`src/rtl/intersection_sensor_if.sv`:
```
// intersection_sensor_if: light codes and arrivals in, queue state, sensors and flags out
interface intersection_sensor_if #(parameter int QW = 4, parameter int DW = 8);
  logic          arr_a;
  logic          arr_b;
  logic [1:0]    light_a;
  logic [1:0]    light_b;
  logic [1:0]    t;
  logic [QW-1:0] qcnt_a;
  logic [QW-1:0] qcnt_b;
  logic          drop_a;
  logic          drop_b;
  logic          dep_a;
  logic          dep_b;
  logic [DW-1:0] tot_a;
  logic [DW-1:0] tot_b;
  logic [1:0]    viol;
  modport master (
    output arr_a, arr_b, light_a, light_b,
    input  t, qcnt_a, qcnt_b, drop_a, drop_b, dep_a, dep_b, tot_a, tot_b, viol
  );
  modport slave (
    input  arr_a, arr_b, light_a, light_b,
    output t, qcnt_a, qcnt_b, drop_a, drop_b, dep_a, dep_b, tot_a, tot_b, viol
  );
endinterface

```
`src/rtl/intersection_sensor.sv`:
```
// intersection_sensor: per-street car queues drained on green, sensor feedback and light-code monitor
module intersection_sensor #(
  parameter int QW         = 4,
  parameter int DEPART_CYC = 2,
  parameter int DW         = 8
) (
  input logic                clk,
  input logic                reset,
  intersection_sensor_if.slave s
);
  localparam int TW = DEPART_CYC > 1 ? $clog2(DEPART_CYC) : 1;
  localparam logic [QW-1:0] FULL = '1;
  logic [1:0] arr;
  logic [1:0][1:0] light;
  logic [1:0] viol;
  assign arr   = {s.arr_b, s.arr_a};
  assign light = {s.light_b, s.light_a};
  for (genvar i = 0; i < 2; i++) begin : g_st
    logic [QW-1:0] q;
    logic [TW-1:0] tmr;
    logic [DW-1:0] tot;
    logic          dep;
    logic          drop;
    logic          qual;
    logic          go;
    assign qual = light[i] == 2'b10 && q != '0;
    assign go   = qual && tmr == TW'(DEPART_CYC - 1);
    always_ff @(posedge clk) begin
      if (reset) begin
        q    <= '0;
        tmr  <= '0;
        tot  <= '0;
        dep  <= 1'b0;
        drop <= 1'b0;
      end else begin
        tmr  <= qual && !go ? tmr + TW'(1) : '0;
        dep  <= go;
        drop <= arr[i] && !go && q == FULL;
        q    <= arr[i] && !go ? (q == FULL ? q : q + QW'(1)) : (go && !arr[i] ? q - QW'(1) : q);
        tot  <= go ? tot + DW'(1) : tot;
      end
    end
  end
  // sticky monitor: flags never clear except by reset
  always_ff @(posedge clk) begin
    if (reset) viol <= '0;
    else viol <= viol | {light[0] == 2'b11 || light[1] == 2'b11, light[0] != 2'b00 && light[1] != 2'b00};
  end
  assign s.t      = {g_st[0].q != '0, g_st[1].q != '0};
  assign s.qcnt_a = g_st[0].q;
  assign s.qcnt_b = g_st[1].q;
  assign s.dep_a  = g_st[0].dep;
  assign s.dep_b  = g_st[1].dep;
  assign s.drop_a = g_st[0].drop;
  assign s.drop_b = g_st[1].drop;
  assign s.tot_a  = g_st[0].tot;
  assign s.tot_b  = g_st[1].tot;
  assign s.viol   = viol;
endmodule

```
`src/flat_wrapper.sv`:
```
// flat-port wrapper written by rule: the top's interface ports become plain ports
module intersection_sensor_flat 
#(
  parameter int QW         = 4,
  parameter int DEPART_CYC = 2,
  parameter int DW         = 8
)
  (clk, reset, s_arr_a, s_arr_b, s_light_a, s_light_b, s_t, s_qcnt_a, s_qcnt_b, s_drop_a, s_drop_b, s_dep_a, s_dep_b, s_tot_a, s_tot_b, s_viol);
  intersection_sensor_if #(.QW(QW), .DW(DW)) s_i ();
  input logic clk;
  input logic reset;
  input wire logic [$bits(s_i.arr_a)-1:0] s_arr_a;
  input wire logic [$bits(s_i.arr_b)-1:0] s_arr_b;
  input wire logic [$bits(s_i.light_a)-1:0] s_light_a;
  input wire logic [$bits(s_i.light_b)-1:0] s_light_b;
  output wire logic [$bits(s_i.t)-1:0] s_t;
  output wire logic [$bits(s_i.qcnt_a)-1:0] s_qcnt_a;
  output wire logic [$bits(s_i.qcnt_b)-1:0] s_qcnt_b;
  output wire logic [$bits(s_i.drop_a)-1:0] s_drop_a;
  output wire logic [$bits(s_i.drop_b)-1:0] s_drop_b;
  output wire logic [$bits(s_i.dep_a)-1:0] s_dep_a;
  output wire logic [$bits(s_i.dep_b)-1:0] s_dep_b;
  output wire logic [$bits(s_i.tot_a)-1:0] s_tot_a;
  output wire logic [$bits(s_i.tot_b)-1:0] s_tot_b;
  output wire logic [$bits(s_i.viol)-1:0] s_viol;
  assign s_i.arr_a = s_arr_a;
  assign s_i.arr_b = s_arr_b;
  assign s_i.light_a = s_light_a;
  assign s_i.light_b = s_light_b;
  assign s_t = s_i.t;
  assign s_qcnt_a = s_i.qcnt_a;
  assign s_qcnt_b = s_i.qcnt_b;
  assign s_drop_a = s_i.drop_a;
  assign s_drop_b = s_i.drop_b;
  assign s_dep_a = s_i.dep_a;
  assign s_dep_b = s_i.dep_b;
  assign s_tot_a = s_i.tot_a;
  assign s_tot_b = s_i.tot_b;
  assign s_viol = s_i.viol;
  intersection_sensor #(.QW(QW), .DEPART_CYC(DEPART_CYC), .DW(DW)) u_core (.clk(clk), .reset(reset), .s(s_i));
endmodule
```
`config.mk`:
```
export PLATFORM = sky130hd
export DESIGN_NAME = intersection_sensor_flat
export DESIGN_NICKNAME = d
export VERILOG_FILES = /design/src/rtl/intersection_sensor_if.sv /design/src/rtl/intersection_sensor.sv /design/src/flat_wrapper.sv
export SDC_FILE = /design/constraint.sdc
export NUM_CORES = 1
export LEC_CHECK = 0
export BUFFER_PORTS_ARGS = -buffer_cell sky130_fd_sc_hd__buf_4
export CAP_MARGIN = 15
export CORE_MARGIN = 10
export CORE_UTILIZATION = 30
export CTS_CLUSTER_SIZE = 16
export DETAILED_ROUTE_END_ITERATION = 10
export GPL_TIMING_DRIVEN = 0
export SYNTH_ARGS = -nofsm -noshare
export SYNTH_HDL_FRONTEND = slang
export SYNTH_SLANG_ARGS = --single-unit
export TNS_END_PERCENT = 10
```
`constraint.sdc`:
```
create_clock -name clk -period 2.6 [get_ports clk]
set_input_delay 0.13 -clock clk [delete_from_list [all_inputs] [get_ports clk]]
set_output_delay 0.13 -clock clk [all_outputs]
set_load 0.01 [all_outputs]
```
; ---- Word-level counts from Yosys, hierarchy flattened
; Cells that the tools add are included.
[op_classes]
add_sub_neg = 8
n_eq_ne = 8
muxes = 6
bitwise = 3
n_reduce_logical = 28
[ops]
columns = op, count
row1 = $mux 4, 6
row2 = $add 8x1->8 const B, 2
row3 = $logic_and 1x1->1, 13
row4 = $add 4x1->4 const B, 2
row5 = $eq 2x2->1 const B, 4
row6 = $eq 4x4->1 const B, 2
row7 = $reduce_bool 2->1, 4
row8 = $reduce_bool 4->1, 2
row9 = $sub 4x1->4 const B, 2
row10 = $logic_not 1->1, 4
row11 = $ne 2x2->1 const B, 2
row12 = $reduce_and 2->1, 2
row13 = $reduce_or 2->1, 2
row14 = $add 1x1->1 const B, 2
row15 = $not 1->1, 2
row16 = $or 2x2->2, 1
row17 = $logic_or 1x1->1, 1
[word_totals]
reg_bits = 32
inputBits = 8
output_inout_bits = 32
wordCells = 64

; ---- Logic depth before layout (Yosys ltp)
; Gate-level depths: netlist of the first run.
[logic_depth]
depth_word = 7
mapped_depth = 8

; ---- Least setup slack after synthesis of the first run
; No wires, ideal clock.
[synth_timing]
kind = reg-to-reg
startpoint = register u_core.g_st[0].q[0] (netlist: u_core.s.qcnt_a[0])
endpoint = register u_core.g_st[0].q[3] (netlist: u_core.s.qcnt_a[3])
arrival_ps = 2315
required_ps = 2477
setup_slack_ps = 162
path_stages_with_launch = 9
cell_sequence = dfxtp_1 -> nor4_4 -> buf_4 -> o21ai_0 -> ha_1 -> a21o_1 -> a21oi_1 -> mux2i_1 -> mux2_1
[synth_via]
elab_chain_len = 7
elab_cells_between_ends = 15
classes_between = add/sub (2) / eq/ne (2) / mux (3) / reduce/logical (8)
[synth_rtl]
columns = element, line_no
row1 = from (decl), intersection_sensor.sv:19  ; logic [QW-1:0] q;
row2 = from (signal assigned), intersection_sensor.sv:39  ; q <= arr[i] && !go ? (q == FULL ? q : q + QW'(1)) : (go && !arr[i] ? q - QW'(1) : q);
row3 = $reduce_bool 4->1, intersection_sensor.sv:26  ; assign qual = light[i] == 2'b10 && q != '0;
row4 = $logic_and 1x1->1, intersection_sensor.sv:26
row5 = $logic_and 1x1->1, intersection_sensor.sv:27  ; assign go = qual && tmr == TW'(DEPART_CYC - 1);
row6 = $logic_not 1->1, intersection_sensor.sv:39
row7 = $logic_and 1x1->1, intersection_sensor.sv:39
row8 = $ne 2x2->1 (no source line) / $reduce_bool 2->1 (equally long branches), --
row9 = $reduce_and 2->1 (no source line), --
; Parallel ways exist; a longest one is shown, timed or not. The select of a mux whose other input is x is not followed.
; A chain may end at the register's enable or synchronous reset.

; ---- Worst setup path in the final report of the first run
[layout_timing]
startpoint = register u_core.g_st[1].q[1] (netlist: u_core.s.qcnt_b[1])
endpoint = register u_core.g_st[1].q[3] (netlist: u_core.s.qcnt_b[3])
[layout_via]
elab_chain_len = 7
elab_cells_between_ends = 15
classes_between = add/sub (2) / eq/ne (2) / mux (3) / reduce/logical (8)
[layout_rtl]
columns = element, line_no
row1 = from (decl), intersection_sensor.sv:19
row2 = from (signal assigned), intersection_sensor.sv:39
row3 = $reduce_bool 4->1, intersection_sensor.sv:26
row4 = $logic_and 1x1->1, intersection_sensor.sv:26
row5 = $logic_and 1x1->1, intersection_sensor.sv:27
row6 = $logic_not 1->1, intersection_sensor.sv:39
row7 = $logic_and 1x1->1, intersection_sensor.sv:39
row8 = $ne 2x2->1 (no source line) / $reduce_bool 2->1 (equally long branches), --
row9 = $reduce_and 2->1 (no source line), --
; Parallel ways exist; a longest one is shown, timed or not. The select of a mux whose other input is x is not followed.

==> run metrics, run 1 <==
run status complete, no violations; initial antenna violation count 0; met3 GRT Util 3.44%; CP endpoint u_core.s.qcnt_b[3]; Worst Setup Slack, final 151 ps; clk slew on worst S/H paths 70 ps; R2R setup slack 150 ps; Unique masters post-synth 34; Rows 26; f_max 408 MHz; number of global-route vias before repair 1379; CTS Hold Bufs 0; CP max stage delay 390 ps; clock period minus worst slack 2450 ps; Worst slew margin 63.1%; Seq cells post-synth 32; setup bufs post-CTS 0; routability cong. 0.817; DRC viols 0; busiest grt layer met2; pre-CTS WS -0.720 ps; Max-cap violations 0; data arrival time of the worst path 2630 ps; Async S/R FF share, synth 0%; H-tree levels 2; number of flops mapped to enable cells by yosys 0; clk_skew 4.10 ps; share of the synthesized area in the top cell type 39.8%; Clock Tree Root clkbuf_8; grt met1 use 11.1%; synthesized area 1610 µm²; first-pass GRT wire length 6.67 mm; R2R Path Start u_core.s.qcnt_b[1]; Max Root-Sink Buffers 2; post-DP HPWL 3.00 mm; Synthesized Nets 191; Die H 93.3 µm; GRT Resource Usage Total 9.52%; cell accounting for the most synthesized area dfxtp_1; peak supply drop 0.000248 V; final instance area 2080 µm²; slowest CP cell dfxtp_1; 1st-iter DRT viols 23; Diodes inserted 0; main area contributors after synthesis dfxtp_1 40%, xnor2_1 5.4%, nor3_1 5.0%; final period utilization 94.2%; met2 GRT Util 15.5%; clock latency on the worst-skew pair 290 ps; Critical Path RT 2780 ps; starting density of the core 31.1%; kind of cell adding the most delay to the critical path multiplexers; grt ovf 0; Die W 93.3 µm; Layout area overhead 28.9%; layout cells sized above 1 27.6%; Vias/cell 4.88; Critical Path Stages 8; drt wl/cell 13.5 µm; Core Box Area 5170 µm²; Crit. Startpoint u_core.s.qcnt_b[1]; Syn Area/Cell 9.20 µm²; Mapped Cells 175; cells on worst reg2reg path 8; CTS tree yes; worst min-delay path category primary input to flip-flop; Max FO, Critical Path 10; Critical path buffers and inverters 1; Sink Count 32; Cell Area, Placed 1980 µm²; Crit Path Class flip-flop to flip-flop; Main synth FF type dfxtp_1; Worst Hold Launch s_light_b[0]; Setup crit end kind flip-flop; IO Port Bufs 38; Worst Setup Start Kind flip-flop; filler cell count 557; largest net degree at the start of global routing 11; worst r2r dst u_core.s.qcnt_b[3]; Pwr Density 552 nW/µm²; synth cell count leaders 32 x dfxtp_1, 17 x nor2_1, 16 x nor3_1; Final Hold Viols 0; Tightest Pin Transition 553 ps; Synth Warn # 0; RSZ-0062 raised after global routing no; Leak 0.841 nW; drt first pass iters 4; I/O Pins 40; max-slew violation count 0; vias post-DR 1419; full die area 8700 µm²; sequential element share of the synthesized area 39.8%; ANT nets after route 0; NumNets Final 236; final WL 3.92 mm; CTS Buf Count 5; critical path, cell by cell nor4_4, buf_4, o21ai_1, ha_1, a21o_1, a21oi_1, mux2i_1, mux2_1; most frequent cell after synthesis dfxtp_1; endpoints failing setup 0
worst min-delay path by stage:
stage	to	slack (ps)	depth (start not counted)
3_5_place_dp	u_core.s.viol[1]	420	3
6_report	u_core.g_st[1].tmr	120	3
2_1_floorplan	u_core.g_st[0].tmr	270	2
4_1_cts	u_core.g_st[1].tmr	110	3
3_3_place_gp	u_core.s.viol[1]	410	3
5_1_grt	u_core.g_st[0].tmr	150	3
state kept, by name, summed over array words and instances (netlist names):
name	count
u_core.g_st.tmr	2
u_core.s.qcnt_a	4
u_core.s.dep_a	1
u_core.s.drop_b	1
u_core.s.drop_a	1
u_core.s.dep_b	1
u_core.s.tot_b	8
u_core.s.tot_a	8
u_core.s.qcnt_b	4
u_core.s.viol	2
per-stage QoR:
stage | util [%] | instances | hold slack, ps | setup TNS (ps) | power (mW)
floorplan | - | 175 | 273 | 0 | 0.678
global placement | 38.3 | 283 | 414 | 0 | 0.754
detailed placement | 38.3 | 283 | 419 | -0.720 | 0.757
CTS | 40.1 | 291 | 115 | 0 | 1.16
global route | 40.1 | 291 | 145 | 0 | 1.21
finish | 40.1 | 291 | 123 | 0 | 1.15
what timing repair did:
action,CTS,global route
pin swaps,1,2
setup endpoints to repair,2,2
resized for setup,1,1
gates cloned,0,0
placed cells by master, fill, tap and decap left out, types with 6 or more instances in the layout:
master    netlist  layout
buf_4           2      40
dfxtp_1        32      32
nor2_1         17      17
nor3_1         16      16
a21oi_1        11      11
xnor2_1        10      10
nand3_1         8       8
nand4_1         8       8
o21ai_0         8       6
ha_1            6       6
clkbuf_8        0       6
where the power goes:
| part | switching [mW] | internal (mW) |
|---|---|---|
| logic | 0.107 | 0.0970 |
| registers | 0.0310 | 0.508 |
| clock network | 0.192 | 0.211 |
per-layer routing:
metal	wire length (µm)	part of all wire [%]
met4	47	1.2
met3	229	5.8
met1	1770	45
met5	0	0
met2	1870	48
cell type report:
| cell class | instances | area [µm²] | share of cell area [%] |
|---|---|---|---|
| Buffer | 8 | 41.3 | 1.99 |
| Clock buffer | 6 | 82.6 | 3.98 |
| Clock inverter | 2 | 10.0 | 0.482 |
| Inverter | 5 | 18.8 | 0.904 |
| Multi-Input combinational cell | 130 | 910 | 43.8 |
| Sequential cell | 32 | 641 | 30.9 |
| Tap cell | 70 | 87.6 | 4.22 |
| Timing Repair Buffer | 38 | 285 | 13.7 |
tightest hold or removal path, cell delays in order:
cell	delay, ps
buf_4	100
nand3b_1	100
nor3_1	40
cell families (layout without fill, tap and decap cells):
group,count (synthesis),in the layout,share of synthesized area (%)
AO/OA/AOI/OAI,29,29,11.8
flip-flops,32,32,39.8
AND/OR/NAND/NOR,75,75,27.0
adder cells (fa/ha/maj),8,8,7.15
XOR/XNOR,12,12,6.53
buffers and inverters,13,59,3.73
multiplexers,6,6,4.04
Note: power is estimated with default switching activity, not from simulation.
==> inputs of run 2 (changes only) <==
- PLACE_DENSITY: default -> 0.49
==> run 2 against run 1 <==
Hold slack worse by 13 ps. Core utilization up 0.63 points. Register-to-register slack about the same. Fmax down 0.27%. Combinational power up 4%. Clock power up 19%. Critical path depth unchanged. Critical endpoint unchanged. Largest cell class unchanged.
==> run metrics, run 2 (synthesis gave the netlist of run 1 again) <==
run status complete, no violations (unchanged); clk_skew 9.16 ps (was 4.10 ps); Setup crit end kind flip-flop (unchanged); peak supply drop 0.000245 V (was 0.000248 V); register area 643 µm² (was 641 µm²); Final Hold Viols 0 (unchanged); Worst Setup Start Kind flip-flop (unchanged); clock period minus worst slack 2460 ps (was 2450 ps); routability cong. 0.756 (was 0.817); commonest cells after routing, fill and taps aside 40 x buf_4, 30 x dfxtp_1, 17 x nor2_1, 16 x nor3_1, 11 x a21oi_1 (was 40 x buf_4, 32 x dfxtp_1, 17 x nor2_1, 16 x nor3_1, 11 x a21oi_1); endpoints failing setup 0 (unchanged); clock latency on the worst-skew pair 290 ps (about the same); H-tree levels 2 (unchanged); filler cell count 527 (was 557); Sink Count 32 (unchanged); RSZ-0062 raised after global routing no (unchanged); Power, Total 1.23 mW (was 1.15 mW); Die W 93.3 µm (unchanged); starting density of the core 31.1% (unchanged); Critical Path RT 2780 ps (about the same); Clock Tree Root clkbuf_8 (unchanged); CTS tree yes (unchanged); Leak 0.850 nW (was 0.841 nW); largest net degree at the start of global routing 12 (was 11); Layout area overhead 30.9% (was 28.9%); max-slew violation count 0 (unchanged); drt first pass iters 4 (unchanged); Pwr Density 585 nW/µm² (was 552 nW/µm²); number of global-route vias before repair 1364 (was 1379); vias post-DR 1392 (was 1419); clk slew on worst S/H paths 70 ps (about the same); full die area 8700 µm² (unchanged); Tightest Pin Transition 528 ps (was 553 ps); CTS Buf Count 5 (unchanged); ANT nets after route 0 (unchanged); Diodes inserted 0 (unchanged); DRC viols 0 (unchanged); Vias/cell 4.77 (was 4.88); Max Root-Sink Buffers 2 (unchanged); layout cells sized above 1 28.8% (was 27.6%); worst min-delay path category primary input to flip-flop (unchanged); 1st-iter DRT viols 57 (was 23); post-route setup TNS 0 ps (unchanged); Max FO, Critical Path 10 (unchanged); Rows 26 (unchanged); final WL 3.91 mm (was 3.92 mm); NumNets Final 237 (was 236); Core Box Area 5170 µm² (unchanged); Die H 93.3 µm (unchanged); GRT Resource Usage Total 9.38% (was 9.52%); f_max 407 MHz (was 408 MHz); Multi-input gate area 910 µm² (unchanged); Worst slew margin 64.8% (was 63.1%); IO Port Bufs 38 (unchanged); Crit Path Class flip-flop to flip-flop (unchanged); initial antenna violation count 0 (unchanged); Fin Hold WS 111 ps (was 123 ps); post-DP HPWL 2.97 mm (was 3.00 mm); drt wl/cell 13.4 µm (was 13.5 µm); data arrival time of the worst path 2630 ps (about the same); first-pass GRT wire length 6.60 mm (was 6.67 mm); CTS Hold Bufs 0 (unchanged); grt ovf 0 (unchanged); Max-cap violations 0 (unchanged); I/O Pins 40 (unchanged); commonest non-fill, non-tap cell in the layout buf_4 (unchanged); final period utilization 94.4% (was 94.2%)
==> run 2: cell type report <==
cell class	count	area share [%]
flip-flops and latches	32	30.5
clock inverters	3	2.02
well taps	70	4.15
multi-input cells	130	43.1
plain buffers	8	2.14
repair buffers	39	13.9
clock buffers	5	3.26
inverters	5	0.890
==> run 2: per-stage QoR <==
step | utilization [%] | setup WS, ps | area [µm²] | instances
after detailed placement | 38.3 | 2.81 | 1980 | 283
after CTS | 40.5 | 38.0 | 2090 | 291
final | 40.8 | 144 | 2110 | 292
after floorplan | - | 162 | 1610 | 175
after global routing | 40.8 | 6.04 | 2110 | 292
after global placement | 38.3 | -85.1 | 1980 | 283
==> run 2: where the power goes <==
group	internal, mW	switching (mW)	total [mW]
clock network	0.283	0.197	0.480
registers	0.509	0.0320	0.541
logic	0.103	0.108	0.212
==> run 2: what timing repair did <==
| item | 4_1_cts | 5_1_grt |
|---|---|---|
| setup endpoints to repair | 2 | 2 |
| buffers inserted | 0 | 1 |
| pin swaps | 1 | 2 |
| gates resized for setup | 1 | 4 |
==> run 2: worst paths after layout <==
| kind | start | to | slack [ps] | cells past startpoint |
|---|---|---|---|---|
| hold / removal | s_light_b[0] | u_core.g_st[1].tmr | 110 | 3 |
| setup / recovery | u_core.s.qcnt_b[3] | u_core.s.qcnt_b[3] | 140 | 8 |
| setup reg to reg | u_core.s.qcnt_b[3] | u_core.s.qcnt_b[3] | 140 | 8 |
| hold reg to reg | u_core.g_st[0].tmr | u_core.g_st[0].tmr | 440 | 1 |
==> run 2: critical path, cell delays in order (launching register included) <==
cell and delay (ps):
dfxtp_1 370, nor4_4 390, buf_6 190, o21ai_1 140
ha_1 300, a21o_1 180, a21oi_1 190, mux2i_1 240
mux2_1 340
==> run 2: per-layer routing <==
layer	GRT usage (%)	vias up	wire length (µm)
met2	13.5	36	1700
met5	0	-	0
met1	11.3	622	1830
li1	-	727	-
met4	4.88	0	69
met3	4.40	7	305
